[src/rtl/multdiv_sequencer.sv]
// multdiv_sequencer: single-outstanding sequencer between the execute stage
// and the shared multi-cycle multiplier/divider. Latches one request, pulses
// the unit's start control, stalls the pipeline until the result arrives and
// holds one writeback (result or $rstatus exception code) until acknowledged.
// Optional feature macro: MD_TIMEOUT_EN enables a WAIT watchdog that aborts
// after TIMEOUT_CYCLES and raises a sticky timeout flag.
module multdiv_sequencer #(
    parameter int TIMEOUT_CYCLES = 40
) (
    input  logic        clock,
    input  logic        reset,
    input  logic        issue_valid,
    input  logic        issue_is_div,
    input  logic [4:0]  issue_rd,
    input  logic [31:0] issue_a,
    input  logic [31:0] issue_b,
    input  logic        flush,
    output logic        stall,
    output logic        busy,
    output logic        md_ctrl_mult,
    output logic        md_ctrl_div,
    output logic [31:0] md_operand_a,
    output logic [31:0] md_operand_b,
    input  logic [31:0] md_result,
    input  logic        md_exception,
    input  logic        md_result_rdy,
    output logic        wb_valid,
    output logic [4:0]  wb_rd,
    output logic [31:0] wb_data,
    input  logic        wb_ack,
    output logic        timeout
);

    typedef enum logic [1:0] {S_IDLE, S_START, S_WAIT, S_DONE} state_t;

    localparam logic [4:0] RSTATUS_RD = 5'd30;

    state_t      state, state_nxt;
    logic        is_div_q;
    logic [4:0]  rd_q;
    logic [31:0] a_q, b_q;
    logic [4:0]  wb_rd_q;
    logic [31:0] wb_data_q;
    logic [31:0] exc_code;
    logic        accept, capture, expire;

    // A squashed instruction is never accepted; a flush in WAIT beats a ready
    assign accept   = (state == S_IDLE) & issue_valid & ~flush;
    assign capture  = (state == S_WAIT) & ~flush & md_result_rdy;
    assign exc_code = is_div_q ? 32'd5 : 32'd4;

`ifdef MD_TIMEOUT_EN
    localparam logic [7:0] CNT_LAST = 8'(TIMEOUT_CYCLES - 1);

    logic [7:0] wait_cnt;
    logic       timeout_q;

    // Ready on the limit cycle wins, so expiry needs md_result_rdy low
    assign expire  = (state == S_WAIT) & ~flush & ~md_result_rdy & (wait_cnt == CNT_LAST);
    assign timeout = timeout_q;

    // Watchdog: counter restarts on WAIT entry, flag is sticky until reset
    always_ff @(posedge clock) begin
        if (!reset) begin
            wait_cnt  <= 8'd0;
            timeout_q <= 1'b0;
        end else begin
            if (state == S_START)
                wait_cnt <= 8'd0;
            else if (state == S_WAIT)
                wait_cnt <= wait_cnt + 8'd1;
            if (expire)
                timeout_q <= 1'b1;
        end
    end
`else
    assign expire  = 1'b0;
    assign timeout = 1'b0;
`endif

    // State register
    always_ff @(posedge clock) begin
        if (!reset)
            state <= S_IDLE;
        else
            state <= state_nxt;
    end

    // Next-state logic
    always_comb begin
        state_nxt = state;
        case (state)
            S_IDLE:  if (accept) state_nxt = S_START;
            S_START: state_nxt = flush ? S_IDLE : S_WAIT;
            S_WAIT: begin
                if (flush)
                    state_nxt = S_IDLE;
                else if (capture || expire)
                    state_nxt = S_DONE;
            end
            S_DONE:  if (wb_ack) state_nxt = S_IDLE;
            default: state_nxt = S_IDLE;
        endcase
    end

    // Request latch and writeback capture; later issue_* changes are ignored
    always_ff @(posedge clock) begin
        if (!reset) begin
            is_div_q  <= 1'b0;
            rd_q      <= 5'd0;
            a_q       <= 32'd0;
            b_q       <= 32'd0;
            wb_rd_q   <= 5'd0;
            wb_data_q <= 32'd0;
        end else begin
            if (accept) begin
                is_div_q <= issue_is_div;
                rd_q     <= issue_rd;
                a_q      <= issue_a;
                b_q      <= issue_b;
            end
            if (capture) begin
                wb_rd_q   <= md_exception ? RSTATUS_RD : rd_q;
                wb_data_q <= md_exception ? exc_code : md_result;
            end else if (expire) begin
                wb_rd_q   <= RSTATUS_RD;
                wb_data_q <= exc_code;
            end
        end
    end

    // Outputs: stall releases in the ack cycle so a back-to-back issue can land
    always_comb begin
        stall        = (issue_valid & ~flush & ~((state == S_DONE) & wb_ack))
                       | (state == S_START) | (state == S_WAIT);
        busy         = (state != S_IDLE);
        md_ctrl_mult = (state == S_START) & ~is_div_q;
        md_ctrl_div  = (state == S_START) & is_div_q;
        wb_valid     = (state == S_DONE);
        wb_rd        = (state == S_DONE) ? wb_rd_q : 5'd0;
        wb_data      = (state == S_DONE) ? wb_data_q : 32'd0;
    end

    assign md_operand_a = a_q;
    assign md_operand_b = b_q;

endmodule
[config.mk]
export PLATFORM = sky130hd
export DESIGN_NAME = multdiv_sequencer
export DESIGN_NICKNAME = d
export VERILOG_FILES = /design/src/rtl/multdiv_sequencer.sv
export SDC_FILE = /design/constraint.sdc
export NUM_CORES = 1
export LEC_CHECK = 0
export CAP_MARGIN = 10
export CORE_UTILIZATION = 30
export DETAILED_ROUTE_END_ITERATION = 6
export HOLD_SLACK_MARGIN = 0.06
export PLACE_DENSITY = 0.61
export SKIP_CTS_REPAIR_TIMING = 1
export SLEW_MARGIN = 10
export SYNTH_ARGS = -nofsm -noshare
export SYNTH_HDL_FRONTEND = slang
export SYNTH_SLANG_ARGS = --single-unit
[constraint.sdc]
create_clock -name clock -period 3.7 [get_ports clock]
set_input_delay 0.37 -clock clock [delete_from_list [all_inputs] [get_ports clock]]
set_output_delay 0.37 -clock clock [all_outputs]
set_load 0.1 [all_outputs]
==> results of run 1 <==
cells in the final DEF (no fill, tap or decap), types with 3 or more instances in the layout:
cell type and n:
nor3_1 5, clkbuf_16 9, inv_1 3, nand3b_1 31
clkdlybuf4s50_1 171, nor2_1 9, dfxtp_1 109, nand2_1 103
a21boi_0 26, a21boi_1 6, nor3b_1 5, a21boi_2 69
and3_1 37, nand2_2 70, buf_4 50
synth_stat cells:
library cell / instances
o21ai_0: 1
nor2_1: 9
nand2b_1: 2
nand2_1: 103
a21boi_0: 26
inv_1: 3
mux2i_1: 2
nor3_1: 5
a21boi_2: 69
nand3b_1: 31
nor4b_4: 1
o21a_1: 1
nand4bb_1: 1
buf_12: 1
clkbuf_1: 24
dfxtp_1: 109
buf_6: 10
and4bb_2: 1
nor3b_1: 5
a21boi_1: 6
nand2_2: 70
o211a_1: 1
buf_4: 2
conb_1: 1
and3_1: 37
buf_2: 7
o2bb2ai_1: 1
and2_1: 1
a2bb2oi_1: 1
or4b_1: 1
buf_8: 6
worst max-delay path by stage:
stage / from / to / slack, ns / depth (start not counted)
after global routing: state[1]$_SDFFE_PN0P_ / wb_rd_q[1]$_SDFFE_PN0P_ / 1.28 / 4
after floorplan: state[1]$_SDFFE_PN0P_ / stall / 1.03 / 4
after CTS: state[1]$_SDFFE_PN0P_ / md_operand_a[23]$_SDFFE_PN0P_ / 1.39 / 5
after detailed placement: flush / wb_rd_q[1]$_SDFFE_PN0P_ / 1.08 / 4
after global placement: flush / wb_rd_q[2]$_SDFFE_PN0P_ / 1.19 / 4
final: state[1]$_SDFFE_PN0P_ / md_operand_a[23]$_SDFFE_PN0P_ / 1.46 / 5
tightest hold or removal path: cells and delay by family, from the launching register on:
kind | cells | cell delay [ns]
AND/OR/NAND/NOR | 1 | 0.06
AO/OA/AOI/OAI | 1 | 0.04
flip-flops | 1 | 0.32
final cells by class:
class	count	area share
multi-input cells	376	0.3436
flip-flops and latches	109	0.2938
repair buffers	223	0.2844
well taps	220	0.03707
clock buffers	12	0.03319
clock inverters	4	0.006403
inverters	3	0.001516
where the power goes:
group / internal [mW] / switching, mW / leakage [nW]
Sequential: 1.21 / 0.0263 / 0.886
Clock: 0.542 / 0.429 / 0.143
Combinational: 0.230 / 0.411 / 1.72
cell families after synthesis:
group / after synthesis
and+or+nand+nor: 267
AOI/OAI and AO/OA: 106
DFF: 109
other: 1
buffers and inverters: 53
muxes: 2
state kept, by name, summed over array words and instances, names as in the netlist:
name	cells
rd_q	5
md_operand_a	32
wb_rd_q	5
state	2
wb_data_q	32
md_operand_b	32
is_div_q	1
metrics by stage:
stage	cells	setup WS, ns	utilization	hold slack [ns]
after floorplan	538	1.030	-	0.4265
after global placement	930	1.187	0.4289	0.4345
after detailed placement	930	1.085	0.4289	0.4488
after CTS	946	1.390	0.4466	0.4571
after global routing	947	1.280	0.4478	0.4695
final	947	1.464	0.4478	0.4546
layer usage:
metal,vias to the layer above,part of all wire,global-route usage
met5,-,0,0
met4,0,0.015,0.05428
met3,16,0.077,0.04421
met2,177,0.47,0.2637
met1,2025,0.44,0.1977
li1,2142,-,-
==> results.md, run 1 <==
- HPWL Detailed: 9496 µm
- Setup CP Type: register to register
- Crit-path cells: buf_4, or4b_4, buf_4, nand2_2, a21boi_2
- H-tree depth: 3
- I/O Pins: 216
- R2r worst-path depth: 5
- Period utilization: 0.6043
- F_max: 0.4473 GHz
- # clock sinks: 109
- R2R setup slack: 1.46 ns
- Crit-path max FO: 56
- Critical R2R Launch: state[1]$_SDFFE_PN0P_
- Placed cell area: 0.007112 mm²
- Layout cells sized above 1: 0.2875
- Mux cell area share after synthesis: 0.003926
- Largest net degree at the start of global routing: 78
- Drt drc: 0
- Hold Path End: md_operand_b[19]$_SDFFE_PN0P_
- Post-Synth Simple-Gate Area: 0.2866
- Setup_tns: 0 ns
- Share of the synthesized area in the top cell type: 0.4280
- Max-slew violations: 0
- Number of buffers on the longest clock path: 2
- Root Buffer: clkbuf_16
- Core region area: 0.01658 mm²
- Leak Pwr: 2.749 nW
- Relative slew margins: 0.2952
- Final setup vio count: 0
- CTS tree: built
- Hold Path Cell Cnt: 2
- Vias per std cell: 4.604
- RSZ-0062 raised after global routing: no
- Port Buffer Count: 214
- Ant. Diodes: 0
- Global-route wire length before repair: 22360 µm
- # nets final: 831
- Die height: 132.4 µm
- Max cap viols: 0
- Hold_sp: md_operand_b[19]$_SDFFE_PN0P_
- Compound-gate portion of the synthesized area: 0.2074
- Die W: 132.4 µm
- Final min period: 2.236 ns
- Initial antenna violation count: 0
- YS warnings: 0
- Post-route cell area: 0.007426 mm²
- Pwr dens: 383.9 mW/mm²
- Wire per inst: 14.73 µm
- GRT Residual Overflow: 0
- Synth Area in Adders: 0
- Fill count: 1618
- Dominant cell type by area after synthesis: dfxtp_1
- Final hold violation count: 0
- Post-Synth XOR/XNOR Area: 0
- Worst Hold Class: register to register
- Post-Syn Area: 0.005099 mm²
- Placer Congestion: 0.8006
- Worst Path Required: 3.98 ns
- Post-synth cell types: 31
- Multi-input gate area: 0.002551 mm²
- Setup crit end kind: register
- Cell mode on critical path: buf_4
- CP max stage cell: or4b_4
- Largest stage delay on the critical path: 0.85 ns
- Number of global-route vias before repair: 4379
- CP top delay family: simple AND/OR/NAND/NOR gates
- Setup crit start kind: register
- Run status: finished clean
- Largest family of logic cells by synthesized area: simple AND/OR/NAND/NOR gates
- GRT Util Overall: 0.1591
- Rows: 47
- Die ar.: 0.01752 mm²
- Top post-synthesis cells by area: dfxtp_1 (43%), a21boi_2 (15%), nand2_2 (8.6%)
- Skew final: 0.007146 ns
- Detailed Route Iter0 Violations: 134
- Initial Util: 0.3075
- Total vias in the final route: 4360
- Slew @ Worst Pin: 1.057 ns
- Syn_area_per_cell: 9.477 µm²
- WP data arrival: 2.51 ns
- Clock Pin Slew Worst Setup and Hold Paths: 0.07 ns
- ANT nets after route: 0
- CTS Buf Count: 9
- Syn_nets: 647
- Clock Latency Late Sink: 0.35 ns
- Post-synthesis sequential area ratio: 0.4280
- Drt pass-1 iters: 5
- Reg2reg end: md_operand_a[23]$_SDFFE_PN0P_
- Drt total wl: 13950 µm
- CP bufs+invs: 2
- FF/Latch Area: 0.002182 mm²
- Mapped Cells: 538
- Number of synthesized register bits: 109
- Final Total Pwr: 2.851 mW
- Maximum vdd ir drop: 0.1918 mV
- Area grow syn2layout: 45.64%
Power figures use the tool's default switching activity.
==> run 2: changes to the inputs <==
--- a/config.mk
+++ b/config.mk
@@ -9,7 +9,7 @@
 export CORE_UTILIZATION = 30
 export DETAILED_ROUTE_END_ITERATION = 6
 export HOLD_SLACK_MARGIN = 0.06
-export PLACE_DENSITY = 0.61
+export PLACE_DENSITY = 0.63
 export SKIP_CTS_REPAIR_TIMING = 1
 export SLEW_MARGIN = 10
 export SYNTH_ARGS = -nofsm -noshare
==> constraint.sdc (replaced) <==
create_clock -name clock -period 2 [get_ports clock]
set_input_delay 0.2 -clock clock [delete_from_list [all_inputs] [get_ports clock]]
set_output_delay 0.2 -clock clock [all_outputs]
set_load 0.1 [all_outputs]
==> results.md, run 2 (synthesis results as in run 1) <==
- Run status: finished clean
- Initial antenna violation count: 0
- Worst Path Required: 1.80 ns
- Global-route wire length before repair: 23120 µm
- Drt drc: 0
- Max cap viols: 0
- Max-slew violations: 0
- Largest net degree at the start of global routing: 84
- RSZ-0062 raised after global routing: no
- Leak Pwr: 3.056 nW
- Final setup vio count: 0
- Crit-path max FO: 22
- Final core occ: 0.4783
- Skew final: 0.01092 ns
- Rows: 47
- Placer Congestion: 0.8048
- Most frequent cells in the layout: dfxtp_1 (109), clkdlybuf4s50_1 (107), nand2_1 (103)
- Number of global-route vias before repair: 4564
- Setup crit end kind: primary output
- Setup Slack @ Placement: 0.1151 ns
- Clock Pin Slew Worst Setup and Hold Paths: 0.08 ns
- Worst Hold Class: input pin to register
- GRT Util Overall: 0.1653
- Die height: 132.4 µm
- Pwr dens: 685.0 mW/mm²
- Vias per std cell: 4.582
- Ant. Diodes: 0
- Final hold violation count: 0
- Die W: 132.4 µm
- Core region area: 0.01658 mm²
- R2r worst-path depth: 5
- Period utilization: 0.8865
- # nets final: 840
- Setup CP Type: register to primary output
- Clock Latency Late Sink: 0.35 ns
- Maximum vdd ir drop: 0.3657 mV
- ANT nets after route: 0
- Detailed Route Iter0 Violations: 185
- CTS Buf Count: 9
- Cell mode on critical path: buf_4
- Critical R2R Launch: state[1]$_SDFFE_PN0P_
- Final Total Pwr: 5.434 mW
- Setup_tns: 0 ns
- Reg2reg end: md_operand_b[27]$_SDFFE_PN0P_
- Worst setup margin: 0.2271 ns
- CP max stage cell: dfxtp_1
- Setup crit start kind: register
- R2R setup slack: 0.43 ns
- CP Capture Point: wb_data[9]
- CTS tree: built
- I/O Pins: 216
- Drt total wl: 14460 µm
- Initial Util: 0.3075
- Number of buffers on the longest clock path: 2
- Most common cell after layout, fill and taps aside: dfxtp_1
- Largest stage delay on the critical path: 0.36 ns
- Drt pass-1 iters: 4
- GRT Residual Overflow: 0
- Wire per inst: 15.13 µm
- Total vias in the final route: 4380
- Layout cells sized above 1: 0.3859
- Final min period: 1.773 ns
- F_max: 0.5640 GHz
- Root Buffer: clkbuf_16
- Die ar.: 0.01752 mm²
- # clock sinks: 109
- H-tree depth: 3
- HPWL Detailed: 10550 µm
- Port Buffer Count: 214
- Crit-path cells: buf_4, buf_4, and3_1, buf_12
- Worst setup path startpoint: state[1]$_SDFFE_PN0P_
- Area grow syn2layout: 55.58%
- WP data arrival: 1.57 ns
[run 2: cell type report]
| class | instances | area [µm²] |
|---|---|---|
| multi-input combinational | 376 | 2557 |
| inverter | 3 | 11.26 |
| timing repair buffer | 232 | 2582 |
| tap | 220 | 275.3 |
| fill | 1534 | 8651 |
| sequential | 109 | 2182 |
| clock buffer | 10 | 229.0 |
| clock inverter | 6 | 95.09 |
[run 2: how the worst min path moves through the flow]
stage	slack (ns)	cells past startpoint	from	end
after floorplan	0.33	2	issue_a[8]	md_operand_a[8]$_SDFFE_PN0P_
after global placement	0.43	2	wb_data_q[21]$_SDFFE_PN0P_	wb_data_q[21]$_SDFFE_PN0P_
after detailed placement	0.44	2	wb_data_q[26]$_SDFFE_PN0P_	wb_data_q[26]$_SDFFE_PN0P_
after CTS	0.32	2	reset	md_operand_a[8]$_SDFFE_PN0P_
after global routing	0.35	2	reset	md_operand_a[8]$_SDFFE_PN0P_
final	0.32	2	reset	md_operand_a[8]$_SDFFE_PN0P_
[run 2: critical path: cells and delay by family (launching register included)]
kind,cells,cell delay (ns)
and+or+nand+nor,1,0.25
buffers and inverters,3,0.62
DFF,1,0.36
[run 2: report_power, final]
| group | internal, mW | switching [mW] | total (mW) |
|---|---|---|---|
| Sequential | 2.24 | 0.0511 | 2.29 |
| Clock | 1.11 | 0.834 | 1.95 |
| Combinational | 0.430 | 0.766 | 1.20 |
| Total | 3.78 | 1.65 | 5.43 |
[run 2: metrics by stage]
step / cell area (µm²) / cells / hold slack, ns
6_report: 7933 / 956 / 0.3235
5_1_grt: 7933 / 956 / 0.3467
4_1_cts: 7933 / 956 / 0.3231
3_5_place_dp: 7609 / 940 / 0.4421
3_3_place_gp: 7609 / 940 / 0.4344
2_1_floorplan: 5105 / 538 / 0.3348
[run 2: metal layers]
| layer | track usage | vias up | wire length (µm) |
|---|---|---|---|
| met1 | 0.1901 | 2054 | 6100 |
| met3 | 0.04691 | 22 | 966 |
| li1 | - | 2167 | - |
| met4 | 0.06322 | 0 | 285 |
| met2 | 0.2889 | 137 | 7107 |
| met5 | 0 | - | 0 |
